## config.mk

```make
export PLATFORM = sky130hd
export DESIGN_NAME = awgn_ctrl
export DESIGN_NICKNAME = d
export VERILOG_FILES = /design/src/rtl/awgn_pkg.sv /design/src/rtl/awgn_pair_fifo.sv /design/src/rtl/awgn_ctrl.sv
export SDC_FILE = /design/constraint.sdc
export NUM_CORES = 1
export LEC_CHECK = 0
export CAP_MARGIN = 20
export CORE_MARGIN = 5
export CORE_UTILIZATION = 55
export CTS_BUF_LIST = sky130_fd_sc_hd__clkbuf_4 sky130_fd_sc_hd__clkbuf_8 sky130_fd_sc_hd__clkbuf_16
export CTS_CLUSTER_DIAMETER = 50
export DETAILED_ROUTE_END_ITERATION = 10
export PLACE_DENSITY = 0.85
export SYNTH_ARGS = -nofsm -noshare
export SYNTH_HDL_FRONTEND = slang
export SYNTH_SLANG_ARGS = --single-unit
```

## constraint.sdc

```tcl
create_clock -name clock -period 11.69 [get_ports clock]
set_input_delay 2.338 -clock clock [delete_from_list [all_inputs] [get_ports clock]]
set_output_delay 2.338 -clock clock [all_outputs]
set_load 0.01 [all_outputs]
```

## src/rtl/awgn_pkg.sv

```systemverilog
// Shared types and constants for the AWGN generator sequencer.
package awgn_pkg;

  localparam int SAMPLE_W  = 16;
  localparam int SEED_W    = 32;
  localparam int SEED0_LSB = 0;
  localparam int SEED1_LSB = 32;

  typedef enum logic [2:0] {
    IDLE  = 3'd0,
    SEED  = 3'd1,
    WARM  = 3'd2,
    RUN   = 3'd3,
    DRAIN = 3'd4
  } state_t;

endpackage

```

## src/rtl/awgn_pair_fifo.sv

```systemverilog
// Synchronous sample FIFO: up to two writes (wr0 then wr1) and one read per cycle.
// DEPTH must be a power of two so the pointers wrap naturally.
module awgn_pair_fifo #(
  parameter int DEPTH = 4,
  parameter int W     = 16
) (
  input  logic                   clock,
  input  logic                   rst,
  input  logic                   wr0_en,
  input  logic [W-1:0]           wr0_data,
  input  logic                   wr1_en,
  input  logic [W-1:0]           wr1_data,
  input  logic                   rd_en,
  output logic [W-1:0]           rd_data,
  output logic                   empty,
  output logic [$clog2(DEPTH):0] free
);

  localparam int AW = $clog2(DEPTH);
  localparam int CW = AW + 1;

  logic [W-1:0]  mem [DEPTH];
  logic [AW-1:0] wr_ptr;
  logic [AW-1:0] rd_ptr;
  logic [CW-1:0] count;
  logic          wr1_ok;
  logic          rd_ok;

  // wr1 is only meaningful alongside wr0 so the pair lands in order
  assign wr1_ok = wr0_en && wr1_en;
  assign rd_ok  = rd_en && !empty;

  always_ff @(posedge clock) begin
    if (wr0_en) mem[wr_ptr] <= wr0_data;
    if (wr1_ok) mem[wr_ptr + AW'(1)] <= wr1_data;
  end

  always_ff @(posedge clock) begin
    if (rst) begin
      wr_ptr <= '0;
      rd_ptr <= '0;
      count  <= '0;
    end else begin
      wr_ptr <= wr_ptr + AW'(wr0_en) + AW'(wr1_ok);
      rd_ptr <= rd_ptr + AW'(rd_ok);
      count  <= count + CW'(wr0_en) + CW'(wr1_ok) - CW'(rd_ok);
    end
  end

  assign rd_data = mem[rd_ptr];
  assign empty   = (count == '0);
  assign free    = CW'(DEPTH) - count;

endmodule

```

## src/rtl/awgn_ctrl.sv

```systemverilog
// Sequencer for the boxmuller AWGN generator: seed, init, warm-up discard, then an
// exact-length sample stream. Define AWGN_SCALE_EN to add the scale_shift sigma control.
//
// state | meaning
// IDLE  | waiting for start
// SEED  | one-cycle gen_init with seeds applied
// WARM  | discarding WARMUP_PAIRS generator pairs
// RUN   | accepting pairs into the FIFO while space and quota remain
// DRAIN | generator stopped, emptying the FIFO to the stream
module awgn_ctrl #(
  parameter int WARMUP_PAIRS = 16,
  parameter int BURST_W      = 16,
  parameter int FIFO_DEPTH   = 4,
  parameter int SAMPLE_W     = awgn_pkg::SAMPLE_W
) (
  input  logic                clock,
  input  logic                rst,
  input  logic                start,
  input  logic [63:0]         seed_in,
  input  logic [BURST_W-1:0]  burst_len,
`ifdef AWGN_SCALE_EN
  input  logic [3:0]          scale_shift,
`endif
  output logic                busy,
  output logic                done,
  output logic                gen_init,
  output logic                gen_ce,
  output logic [31:0]         gen_seed0,
  output logic [31:0]         gen_seed1,
  input  logic                gen_x_en,
  input  logic [SAMPLE_W-1:0] gen_x0,
  input  logic [SAMPLE_W-1:0] gen_x1,
  output logic                m_valid,
  input  logic                m_ready,
  output logic [SAMPLE_W-1:0] m_data,
  output logic                m_last
);

  import awgn_pkg::*;

  localparam int CW = $clog2(FIFO_DEPTH) + 1;
  localparam int PW = BURST_W + 1;
  localparam int WW = (WARMUP_PAIRS < 2) ? 1 : $clog2(WARMUP_PAIRS + 1);

  state_t state, state_nxt;

  logic [BURST_W-1:0]  len_q;
  logic [BURST_W-1:0]  pair_cnt;
  logic [BURST_W-1:0]  dlv_cnt;
  logic [WW-1:0]       warm_cnt;
  logic [PW-1:0]       pair_target;
  logic                last_pair;
  logic                pairs_left;
  logic [CW-1:0]       fifo_free;
  logic [CW-1:0]       free_eff;
  logic                fifo_empty;
  logic [SAMPLE_W-1:0] fifo_head;
  logic [SAMPLE_W-1:0] wr0_data;
  logic [SAMPLE_W-1:0] wr1_data;
  logic                ce_run;
  logic                accept;
  logic                push1;
  logic                pop;
  logic                done_nxt;
  logic                start_ok;

  assign start_ok    = (state == IDLE) && start && (burst_len != '0);
  assign pair_target = (PW'(len_q) + PW'(1)) >> 1;
  assign pairs_left  = PW'(pair_cnt) < pair_target;
  assign last_pair   = (PW'(pair_cnt) + PW'(1)) == pair_target;

  // A pop this cycle frees a slot in time for the pair landing on the same edge
  assign free_eff = fifo_free + CW'(pop);
  assign ce_run   = (free_eff >= CW'(2)) && pairs_left;

  // odd burst: the second sample of the final pair is dropped
  assign push1 = accept && !(last_pair && len_q[0]);

  assign pop     = m_valid && m_ready;
  assign m_valid = !fifo_empty;
  assign m_data  = m_valid ? fifo_head : '0;
  assign m_last  = m_valid && (dlv_cnt == len_q - BURST_W'(1));
  assign busy    = (state != IDLE);

`ifdef AWGN_SCALE_EN
  logic [3:0] shift_q;

  always_ff @(posedge clock) begin
    if (rst) shift_q <= '0;
    else if (start_ok) shift_q <= scale_shift;
  end

  assign wr0_data = SAMPLE_W'($signed(gen_x0) >>> shift_q);
  assign wr1_data = SAMPLE_W'($signed(gen_x1) >>> shift_q);
`else
  assign wr0_data = gen_x0;
  assign wr1_data = gen_x1;
`endif

  always_ff @(posedge clock) begin
    if (rst) state <= IDLE;
    else state <= state_nxt;
  end

  always_comb begin
    state_nxt = state;
    gen_init  = 1'b0;
    gen_ce    = 1'b0;
    accept    = 1'b0;
    done_nxt  = 1'b0;
    case (state)
      IDLE: begin
        if (start) begin
          if (burst_len != '0) state_nxt = SEED;
          else done_nxt = 1'b1;
        end
      end
      SEED: begin
        gen_init  = 1'b1;
        gen_ce    = 1'b1;
        state_nxt = (WARMUP_PAIRS == 0) ? RUN : WARM;
      end
      WARM: begin
        gen_ce = 1'b1;
        if (gen_x_en && (warm_cnt == WW'(1))) state_nxt = RUN;
      end
      RUN: begin
        gen_ce = ce_run;
        accept = ce_run && gen_x_en;
        if (accept && last_pair) state_nxt = DRAIN;
      end
      DRAIN: begin
        if (pop && m_last) begin
          state_nxt = IDLE;
          done_nxt  = 1'b1;
        end
      end
      default: state_nxt = IDLE;
    endcase
  end

  always_ff @(posedge clock) begin
    if (rst) begin
      done      <= 1'b0;
      gen_seed0 <= '0;
      gen_seed1 <= '0;
      len_q     <= '0;
      pair_cnt  <= '0;
      dlv_cnt   <= '0;
      warm_cnt  <= '0;
    end else begin
      done <= done_nxt;
      if (start_ok) begin
        gen_seed0 <= seed_in[SEED0_LSB +: SEED_W];
        gen_seed1 <= seed_in[SEED1_LSB +: SEED_W];
        len_q     <= burst_len;
        pair_cnt  <= '0;
        dlv_cnt   <= '0;
        warm_cnt  <= WW'(WARMUP_PAIRS);
      end else begin
        if ((state == WARM) && gen_x_en) warm_cnt <= warm_cnt - WW'(1);
        if (accept) pair_cnt <= pair_cnt + BURST_W'(1);
        if (pop && (dlv_cnt != len_q)) dlv_cnt <= dlv_cnt + BURST_W'(1);
      end
    end
  end

  awgn_pair_fifo #(
    .DEPTH (FIFO_DEPTH),
    .W     (SAMPLE_W)
  ) u_fifo (
    .clock    (clock),
    .rst      (rst),
    .wr0_en   (accept),
    .wr0_data (wr0_data),
    .wr1_en   (push1),
    .wr1_data (wr1_data),
    .rd_en    (pop),
    .rd_data  (fifo_head),
    .empty    (fifo_empty),
    .free     (fifo_free)
  );

endmodule

```

# ---- After elaboration in Yosys (flattened, before gate mapping)
# Memory sizes are Yosys's and may differ from the RTL's. A register that Yosys moved wholly into a read port is not among the register bits.
# Index checks and enable logic that the tools add are counted.
dict set report totals {
  wordCells 89
  reg_bits 128
  output_inout_bits 86
  mem_bits_rw 64
  n_memories 1
  input_bits 117
}
# name depth width read_ports rd_ports_with_merged_regs write_ports line_no
set memory_table {}
lappend memory_table {u_fifo.mem 4 16 1 1 2 awgn_pair_fifo.sv:22} ;# logic [W-1:0] mem [DEPTH];
dict set report classes {
  eq_ne 13
  muxes 21
  n_lt_le_gt_ge 2
  n_reduce_logical 25
  add_sub_neg 15
}
# operator count
set ops {}
lappend ops {{16-bit by 1-bit adder with 17-bit output, second input constant} 2}
lappend ops {{16-bit by 1-bit adder with 16-bit output, second input constant} 2}
lappend ops {{17-bit by 16-bit equality test with 1-bit output} 1}
lappend ops {{16-bit equality test} 1}
lappend ops {{16-bit less-than comparator} 1}
lappend ops {{16-bit two-way mux} 1}
lappend ops {{16-bit != test} 1}
lappend ops {{16-bit nonzero test} 1}
lappend ops {{16-bit by 1-bit subtractor with 16-bit output, second input constant} 1}
lappend ops {{1-bit logical AND} 15}
lappend ops {{3-bit two-way mux} 5}
lappend ops {{3-bit case mux with 5 select lines} 1}
lappend ops {{5-bit two-way mux} 2}
lappend ops {{3-bit by 1-bit adder with 3-bit output} 3}
lappend ops {{1-bit two-way mux} 9}
lappend ops {{2-bit != test, second input constant} 4}
lappend ops {{2-bit by 1-bit adder with 2-bit output} 3}
lappend ops {{3-bit by 2-bit equality test with 1-bit output, second input constant} 2}
lappend ops {{3-bit logical NOT} 2}
lappend ops {{5-bit by 1-bit equality test with 1-bit output, second input constant} 1}
lappend ops {{5-bit AND reduction} 1}
lappend ops {{5-bit by 1-bit subtractor with 5-bit output, second input constant} 1}
lappend ops {{1-bit case mux with 2 select lines} 2}
lappend ops {{2-bit OR reduction} 2}
lappend ops {{11 further kinds} 12}

# ---- Depth between registers and ports, before layout
dict set report depth {
  depth_word 12
  depth_mapped 20
}

# ---- Modules after synthesis
# Synthesis repeated with hierarchy kept, for this count alone.
dict set report hier_totals {
  cells_unflattened 1084
  area_unflattened_um2 10422.5
}
# module n_inst cells_per_inst area_each_um2
set modules_own_cells {}
lappend modules_own_cells {awgn_ctrl 1 880 6772.7}
lappend modules_own_cells {awgn_pair_fifo 1 204 3649.8}

# ---- Least setup slack after synthesis
# OpenSTA, ideal clock, no wires.
dict set report synth_path {
  path_kind {input to output}
  start {input port m_ready}
  end {output port gen_ce}
  n_path_buf 0
  cell_stages 7
  required_time_ns 9.352
  arrival_ns 3.549
  slack_ns 5.803
  cell_sequence {nand2b_1 > ha_1 > xor2_1 > nor2_1 > a211oi_1 > a31oi_1 > nor3_1}
}
dict set report synth_via {
  elab_chain_len 5
}
# element line_no
set synth_rtl {}
lappend synth_rtl {{start: declaration} awgn_ctrl.sv:34} ;# input logic m_ready,
lappend synth_rtl {{1-bit logical AND} awgn_ctrl.sv:79} ;# assign pop = m_valid && m_ready;
lappend synth_rtl {{3-bit by 1-bit adder with 3-bit output} awgn_ctrl.sv:73} ;# assign free_eff = fifo_free + CW'(pop);
lappend synth_rtl {{3-bit by 2-bit greater-or-equal comparator with 1-bit output} awgn_ctrl.sv:74} ;# assign ce_run = (free_eff >= CW'(2)) && pairs_left;
lappend synth_rtl {{1-bit logical AND} awgn_ctrl.sv:74}
lappend synth_rtl {{1-bit case mux with 2 select lines} awgn_ctrl.sv:111} ;# case (state)
lappend synth_rtl {{end: declaration} awgn_ctrl.sv:27} ;# output logic gen_ce,
# Every way passes these cells.

# ---- Final worst setup path
# Ends and elaborated chain as after synthesis.

==> out/metrics.csv <==
metric;value;unit
place_hpwl;18100;µm
synthCells;1058;
clock-sinks;192;
drt_iter0_markers;442;
antenna_found_initial;0;
htree_levels;4;
vias;8168;
grt_usage;0.234;
clockBufferDepth;2;
setup_ws;4680;ps
routedWlPerCell;17.3;µm
area_delta_synth_final;27.1;%
maxSlewViolCount;0;
final_area;12700;µm²
rsz0062_at_grt;no;
synth_edf_count;64;
dp_slack;4690;ps
dp.cells;1431;
clock-skew-final;11.5;ps
fmax;0.143;GHz
start_util;0.557;
cts_root_buf;clkbuf_16;
port_buffers;202;
syn_avg_cell_area;9.46;µm²
syn_nets;1203;
ctsHoldBuffers;0;
core_area;18000;µm²
cts_buffers;17;
routabilityCongestion;0.925;
grt_pass1_wl;40900;µm
ys.flop_type;dfxtp_1;
finalCritPeriodShare;0.600;
fin_crit;7010;ps
synth_area_leaders;dfxtp_1 (26%), edfxtp_1 (19%), nand2_1 (7.3%), mux2_2 (7.2%), xnor2_1 (5.8%);
gr-total-overflow;0;
finalPower;1.83;mW
fin_hold_ws;454;ps
via_per_inst;5.58;
ys_async_sr_fraction;0;
place_area;12100;µm²
tns;0;ps
path_clk_slew;80;ps
num_antenna_cells;0;
fin_util;0.708;
worstSetupPathType;in -> out;
end_kind;output port;
maxCapViolations;0;
die_h;145;µm
ys_ff_latch;192;
yosys_warnings;0;
ir_worst_vdd;0.101;mV
ys_seq_area_frac;0.448;
startpoint_type;primary input;
drcViolationCount;0;
p_leak;4.33;nW
firstDrtPassIters;5;
grt_pass1_vias;7877;
setup_viol;0;
grt_max_degree;81;
rows;49;
layout-drive-gt1-share;0.109;
hold_viol;0;
power_per_cell_area;143;nW/µm²
path_max_fanout;3;
holdCritPathClass;reg -> reg;
status;complete, no violations;
drt-total-wl;25300;µm
worst_ep_arrival_time;4670;ps
synth_area;10000;µm²
final_nets;1366;
cts_resized;0;
worstPathRequired;9350;ps
tritoncts;yes;
cts_setup_buffers;0;
yosysTopAreaCellShare;0.256;
worst_pin_slew;942;ps
top_level_ports;203;
final_antenna_net_count;0;
insertion_delay;430;ps
die_area;21000;µm²
synth_top_cell_by_area;dfxtp_1;
die_w;145;µm
slew_headroom;0.371;
fin_cells;1463;
synth_cell_types;58;
-- placed cells by master (no fill, tap or decap), types with 4 or more instances in the layout --
| master | netlist | routed |
|---|---|---|
| a211oi_1 | 5 | 5 |
| a21oi_1 | 96 | 96 |
| a31oi_1 | 4 | 4 |
| and2_1 | 17 | 17 |
| and4_1 | 5 | 5 |
| buf_4 | 2 | 10 |
| clkbuf_16 | 0 | 17 |
| clkdlybuf4s50_1 | 0 | 201 |
| dfxtp_1 | 128 | 128 |
| edfxtp_1 | 64 | 64 |
| ha_1 | 25 | 25 |
| inv_1 | 29 | 29 |
| inv_8 | 0 | 5 |
| mux2_2 | 64 | 64 |
| mux4_2 | 16 | 16 |
| nand2_1 | 194 | 194 |
| nand2b_1 | 5 | 5 |
| nand3_1 | 18 | 18 |
| nand3b_1 | 4 | 4 |
| nand4_1 | 16 | 16 |
| nor2_1 | 66 | 65 |
| nor2b_1 | 8 | 8 |
| nor3_1 | 27 | 27 |
| nor3b_1 | 6 | 6 |
| nor4_1 | 21 | 21 |
| o21a_1 | 4 | 4 |
| o21ai_0 | 18 | 18 |
| or3_1 | 14 | 14 |
| xnor2_1 | 66 | 66 |
| xor2_1 | 27 | 27 |
-- final timing paths --
| kind | start | to | slack, ps | depth (start not counted) |
|---|---|---|---|---|
| max | m_ready | gen_ce | 4680 | 9 |
| min reg2reg | gen_seed0[14]$_SDFFE_PP0P_ | gen_seed0[14]$_SDFFE_PP0P_ | 450 | 2 |
| min | gen_seed0[14]$_SDFFE_PP0P_ | gen_seed0[14]$_SDFFE_PP0P_ | 450 | 2 |
| max reg2reg | len_q[0]$_SDFFE_PP0P_ | u_fifo.mem[1][3]$_DFFE_PP_ | 6880 | 14 |
-- synth_stat cells, types with 6 or more instances --
cell type	instances
clkbuf_1	43
xnor2_1	66
ha_1	25
nor2_1	66
nand4_1	16
edfxtp_1	64
nor3_1	27
buf_2	14
mux4_2	16
nor2b_1	8
and2_1	17
dfxtp_1	128
or3_1	14
a21oi_1	96
mux2_2	64
o21ai_0	18
xor2_1	27
nor3b_1	6
nand3_1	18
nor4_1	21
inv_1	29
nand2_1	194
-- cell families (layout without fill, tap and decap cells) --
kind of cell | after synthesis | count (layout) | synth area share
AOI/OAI and AO/OA | 147 | 147 | 0.0827
muxes | 82 | 82 | 0.110
and+or+nand+nor | 419 | 419 | 0.200
DFF | 192 | 192 | 0.448
adders and majority gates | 28 | 28 | 0.0372
xor gates and xnor gates | 93 | 93 | 0.0813
buffers and inverters | 97 | 273 | 0.0412
-- final cells by class --
class	count	area, µm²
clock inverter	14	189
fill	1344	5240
multi-input combinational	769	5130
clock buffer	18	433
sequential	192	4480
inverter	29	109
timing repair buffer	212	2090
tap	229	287
-- registers in the layout, summed over array words and instances, names as in the netlist, 3 cells and up --
signal and count:
u_fifo.mem 64, dlv_cnt 16, warm_cnt 5, pair_cnt 16
gen_seed0 32, state 3, len_q 16, gen_seed1 32
u_fifo.count 3
-- worst max-delay path, stage by stage --
cell and delay (ps):
clkdlybuf4s50_1 430, nand2b_1 160, ha_1 190, xor2_1 150, nor2_1 90, a211oi_1 400, a31oi_1 150, nor3_1 200
clkdlybuf4s50_1 560
-- per-layer routing --
metal | vias to the layer above | wire [µm] | global-route usage
met5 | - | 0 | 0
met4 | 0 | 467 | 0.0650
met3 | 35 | 2020 | 0.0649
met2 | 298 | 12500 | 0.402
met1 | 3819 | 10300 | 0.290
li1 | 4016 | - | -
-- report_power, final --
group | internal [mW] | switching [mW]
Sequential | 0.719 | 0.0329
Combinational | 0.250 | 0.221
Clock | 0.330 | 0.272
Note: power is estimated with default switching activity, not from simulation.
==> edit 1, RTL diff (config.mk and constraints unchanged) <==
Re-encode `state_t` (5 states) as one-hot, 5 bits wide.
--- a/src/rtl/awgn_pkg.sv
+++ b/src/rtl/awgn_pkg.sv
@@ -6,12 +6,12 @@
   localparam int SEED0_LSB = 0;
   localparam int SEED1_LSB = 32;
 
-  typedef enum logic [2:0] {
-    IDLE  = 3'd0,
-    SEED  = 3'd1,
-    WARM  = 3'd2,
-    RUN   = 3'd3,
-    DRAIN = 3'd4
+  typedef enum logic [4:0] {
+    IDLE  = 5'b00001,
+    SEED  = 5'b00010,
+    WARM  = 5'b00100,
+    RUN   = 5'b01000,
+    DRAIN = 5'b10000
   } state_t;
 
 endpackage
Formal check against the unedited RTL: same outputs for any inputs over 10 cycles, from zero or initial values and one cycle with rst high; not proved beyond that.
==> edit 1 against the unedited design <==
Setup slack better by 290 ps. Wire length up 7.0%. Sequential cell count is 2 higher. Design area rose by 1.2%. Sequential power rose by 5.1%. Synthesized cell count rose by 0.95%. Register-to-register slack worse by 990 ps. Area after synthesis rose by 1.5%. Power rose by 10%.
==> edit 1: results (changes against the unedited design) <==
Outcome
  – Outcome: finished clean

Cells and area
  – Signal buffers share of area: 16.2% (-0.25 points)
  – Top flop regs: u_fifo.mem x64, gen_seed0 x32, gen_seed1 x32
  – Sequential cell area: 4520 um^2 (+0.89%)
  – Non-clk bufs: 211 (-0.47%)
  – Multi-input gate count: 780 (+1.4%)
  – Clk_buf instances: 18 (unchanged)
  – Fraction of area in clock buffers and inverters: 4.82% (-0.068 points)
  – Inverters: 27 (-6.9%)
  – Fill count: 1278 (-4.9%)
  – Multi-input combinational area share: 40.9% (+0.52 points)
  – Diodes inserted: 0 (unchanged)
  – Layout cell share with drive strength beyond 1: 10.6% (-0.25 points)
  – Non-filler instance count after layout: 1473 (+0.68%)
  – Synth-to-layout area growth: 26.7%

GRT
  – Global-route wire length before repair: 43.2 mm (+5.5%)
  – Total GRT Usage: 24.9% (+1.4 points)
  – Largest net degree at the start of global routing: 92 (+14%)

Power
  – Seq power: 0.790 mW (+5.1%)
  – Clk pwr: 0.610 mW (+1%)
  – Worst IR drop on VDD: 0.114 mV (+13%)
  – Leakage: 4.60 nW (+6.2%)
  – Reg power frac: 39.2% (-2.0 points)
  – Switch share: 32.4% (+3.6 points)

Synthesis
  – Synth cell types: 68 (+17%)
  – Post-synth EDFFs: 64 (unchanged)
  – Ys Warns: 0 (unchanged)
  – Post-synthesis cell area: 10200 um^2 (+1.5%)
  – Syn Nets: 1213 (+0.83%)
  – Register area share after synthesis: 44.5% (-0.26 points)
  – Synth top cells by count: nand2_1, dfxtp_1, a21oi_1
  – Mapped Cells: 1068 (+0.95%)
  – Number of synthesized register bits: 194 (+1.0%)
  – Synth top area cells: dfxtp_1, edfxtp_1, nand2_1

STA
  – Slew Limit Headroom: 29.9% (-7.2 points)
  – Final Max Tran Viols: 0 (unchanged)
  – Clock Skews: 14.2 ps (+2.63 ps)

Detailed routing
  – Wire length on met2: 13.5 mm (+7.5%)
  – Met3 wire length: 2.33 mm (+15%)
  – Wl on met1: 10.8 mm (+5.7%)
  – Routed via count: 8470 (+3.7%)
  – Final wirelength: 27.0 mm (+7.0%)
  – Initial DRC count: 606 (+37%)

Clock network
  – Worst skew pair latency: 440 ps
  – CTS max path bufs: 2 (unchanged)
  – Htree depth: 4 (unchanged)
  – Clk root buf: clkbuf_16
  – Setup bufs post-CTS: 0 (unchanged)

Placement
  – Dpl hpwl: 19.3 mm (+6.4%)
  – Placed cell area: 12300 um^2 (+1.3%)
  – Worst slack at placement: 5010 ps (+321 ps)
  – Placed Cells: 1441 (+0.70%)
  – GPL Wtd Cong: 0.940 (+1.6%)
  – PortBufs: 202 (unchanged)

Critical path
  – Crit path max fanout: 3 (unchanged)
  – Arr. time, crit path: 4390 ps (-280 ps)
-- edit 1: cell types whose count changed after synthesis, sizes merged, moves of 4 or more --
| cell | before | now |
|---|---|---|
| nand2 | 194 | 198 |
| and2 | 17 | 26 |
| xor2 | 27 | 36 |
| nor2 | 68 | 62 |
| o41ai | 0 | 4 |
| o21ai | 18 | 14 |
| buf | 24 | 14 |
| nand4 | 17 | 21 |
| a21oi | 96 | 100 |
| a21o | 0 | 5 |
| clkbuf | 44 | 53 |
| nor4 | 22 | 16 |
| and3 | 1 | 9 |
| xnor2 | 66 | 52 |
-- edit 1: per-layer routing --
layer  track usage [%]  vias up
li1                  -     4070
met1              30.1     4066
met2              42.8      298
met3              8.35       36
met4              6.13        0
met5                 0        -
-- edit 1: cell families after synthesis --
| family | share of synthesized area (%) |
|---|---|
| AO/OA/AOI/OAI | 9.26 |
| AND/OR/NAND/NOR | 19.9 |
| multiplexers | 11.1 |
| XOR/XNOR | 7.81 |
| adder cells (fa/ha/maj) | 3.67 |
| flip-flops | 44.5 |
| buffers and inverters | 3.77 |
-- edit 1: final timing paths --
path                       from               to  slack (ps)  depth (start not counted)
hold / removal    gen_seed1[30]    gen_seed1[30]         450                          2
setup / recovery        m_ready           gen_ce        4970                         10
setup reg to reg       len_q[5]  u_fifo.count[2]        5890                         19
hold reg to reg   gen_seed1[30]    gen_seed1[30]         450                          2
-- edit 1: critical path, stage by stage --
cell,delay (ps)
clkdlybuf4s50_1,440
nand2b_1,160
ha_1,190
xor2_1,160
nor2_1,70
nor2_1,80
o221a_2,200
nand3_1,80
nand2_1,110
clkdlybuf4s50_1,550
==> edit 2, RTL diff (same settings) <==
Made on the original files. Build with the macro `AWGN_SCALE_EN` defined.
--- a/src/rtl/awgn_ctrl.sv
+++ b/src/rtl/awgn_ctrl.sv
@@ -7,6 +7,8 @@
 // WARM  | discarding WARMUP_PAIRS generator pairs
 // RUN   | accepting pairs into the FIFO while space and quota remain
 // DRAIN | generator stopped, emptying the FIFO to the stream
+`define AWGN_SCALE_EN
+
 module awgn_ctrl #(
   parameter int WARMUP_PAIRS = 16,
   parameter int BURST_W      = 16,
Ports: changed (added scale_shift); port bits go from 203 to 207. The function was not compared with the original's and may differ.
==> edit 2 against the unedited design <==
Count of clock-buffer cells in the layout is 1 lower. Setup slack better by 110 ps. Die area is 16% higher. Critical path depth is 2 higher. Largest cell class unchanged. Power is 5.0% higher. Sequential share of layout area is 3.5 points lower. Wire length is 22% higher. Non-clock buffer count is 7 higher. Critical path type unchanged. Sequential cell count is 4 higher. Combinational power is 15% higher. Global-route usage is 1.9 points higher. Area after synthesis is 17% higher. Design area is 13% higher. Via count is 19% higher.
==> edit 2: results (changes against the unedited design) <==
Outcome
  – Outcome: finished clean

Synthesis
  – Synth cell types: 73 (+26%)
  – Synth top cells by count: nand2_1, dfxtp_1, a21oi_1
  – Register area share after synthesis: 39.0% (-5.8 points)
  – Synth top area cells: dfxtp_1, edfxtp_1, nand2_1
  – Ys Warns: 0 (unchanged)
  – Syn Nets: 1393 (+16%)

Critical path
  – Critical path's top delay family: buffers and inverters
  – Worst Setup SP: m_ready
  – Setup slack, reg-to-reg: 7020 ps (+140 ps)
  – Arr. time, crit path: 4560 ps (-110 ps)
  – Crit path max fanout: 3 (unchanged)
  – Slowest stage delay, CP: 580 ps (+20 ps)
  – Reg2Reg Depth: 20 (+6)
  – R2R Path End: u_fifo.count[2]
  – FF-to-FF Start: len_q[0]

Clock network
  – CTS resizes: 0 (unchanged)
  – Worst skew pair latency: 450 ps (+20 ps)
  – Setup bufs post-CTS: 0 (unchanged)
  – CTS max path bufs: 2 (unchanged)

Placement
  – PortBufs: 206 (+2.0%)
  – GPL Wtd Cong: 0.920 (-0.56%)
  – Placed cell area: 13800 um^2 (+14%)
  – Dpl hpwl: 22.2 mm (+23%)

Power
  – Worst IR drop on VDD: 0.110 mV (+9.6%)
  – Switch share: 31.2% (+2.4 points)
  – Leakage: 5.24 nW (+21%)

STA
  – Clock Skews: 17.0 ps (+5.48 ps)
  – Worst-Margin Slew: 1070 ps (+126 ps)

GRT
  – Largest net degree at the start of global routing: 96 (+19%)
  – Initial antenna violation count: 2 (+2)
  – Total GRT Usage: 25.3% (+1.9 points)
  – Global-route wire length before repair: 49.7 mm (+21%)

Detailed routing
  – Initial DRC count: 707 (+60%)
  – Pre-antenna DRT Iters: 5 (unchanged)
  – Wire length on met2: 14.4 mm (+15%)
  – Met3 wire length: 2.83 mm (+40%)
  – Routed via count: 9738 (+19%)
  – Final wirelength: 30.9 mm (+22%)
  – Wl on met1: 13.0 mm (+27%)

Floorplanning
  – # rows: 53 (+8.2%)

Cells and area
  – Fin nets: 1539 (+13%)
  – Layout cell share with drive strength beyond 1: 10.8% (-0.096 points)
edit 2: power groups by stage:
stage / Combinational, mW / Clock [mW] / Sequential, mW
after CTS: 0.545 / 0.602 / 0.780
after global placement: 0.527 / 0 / 0.794
after detailed placement: 0.540 / 0 / 0.795
final: 0.542 / 0.596 / 0.780
after floorplan: 0.339 / 0 / 0.779
after global routing: 0.595 / 0.633 / 0.785
edit 2: worst min path at each step:
stage,endpoint,cells after the start,startpoint
global route,gen_seed0[31],2,gen_seed0[31]
detailed placement,gen_seed0[27],2,gen_seed0[27]
floorplan,gen_seed0[0],2,gen_seed0[0]
finish,gen_seed1[0],2,gen_seed1[0]
global placement,gen_seed0[27],2,gen_seed0[27]
CTS,gen_seed0[19],2,gen_seed0[19]
edit 2: stage by stage:
step           std cells  util (%)  setup slack [ps]  power (mW)  hold WS, ps
2_1_floorplan       1244         -              5790        1.12          481
3_3_place_gp        1646      65.7              4780        1.32          440
3_5_place_dp        1646      65.7              4810        1.34          446
4_1_cts             1678      68.6              4790        1.93          456
5_1_grt             1680      68.6              4630        2.01          472
6_report            1680      68.6              4790        1.92          453
edit 2: logic make-up after synthesis:
group | after synthesis | synth area share [%]
compound gates | 203 | 10.2
xor+xnor | 86 | 7.03
fa+ha+maj | 28 | 3.19
buf+inv | 115 | 4.41
flops | 196 | 39.0
mux | 141 | 15.9
simple gates | 475 | 20.2
edit 2: worst min-delay path, delay by kind of cell (launching register included):
kind	cells	cell delay, ps
AND/OR/NAND/NOR	1	50
flip-flops	1	310
AO/OA/AOI/OAI	1	50
edit 2: per-layer routing:
layer / up-vias / global-route usage, %
met4: 0 / 7.29
met5: - / 0
li1: 4718 / -
met1: 4620 / 32.3
met2: 354 / 40.6
met3: 46 / 9.18
edit 2: cell type report:
type	instances	area, um^2
clock buffers	17	425
clock inverters	15	169
inverters	23	86.3
multi-input cells	933	6620
fillers	1606	6580
flip-flops and latches	196	4560
diodes	2	5.00
repair buffers	219	2160
well taps	275	344
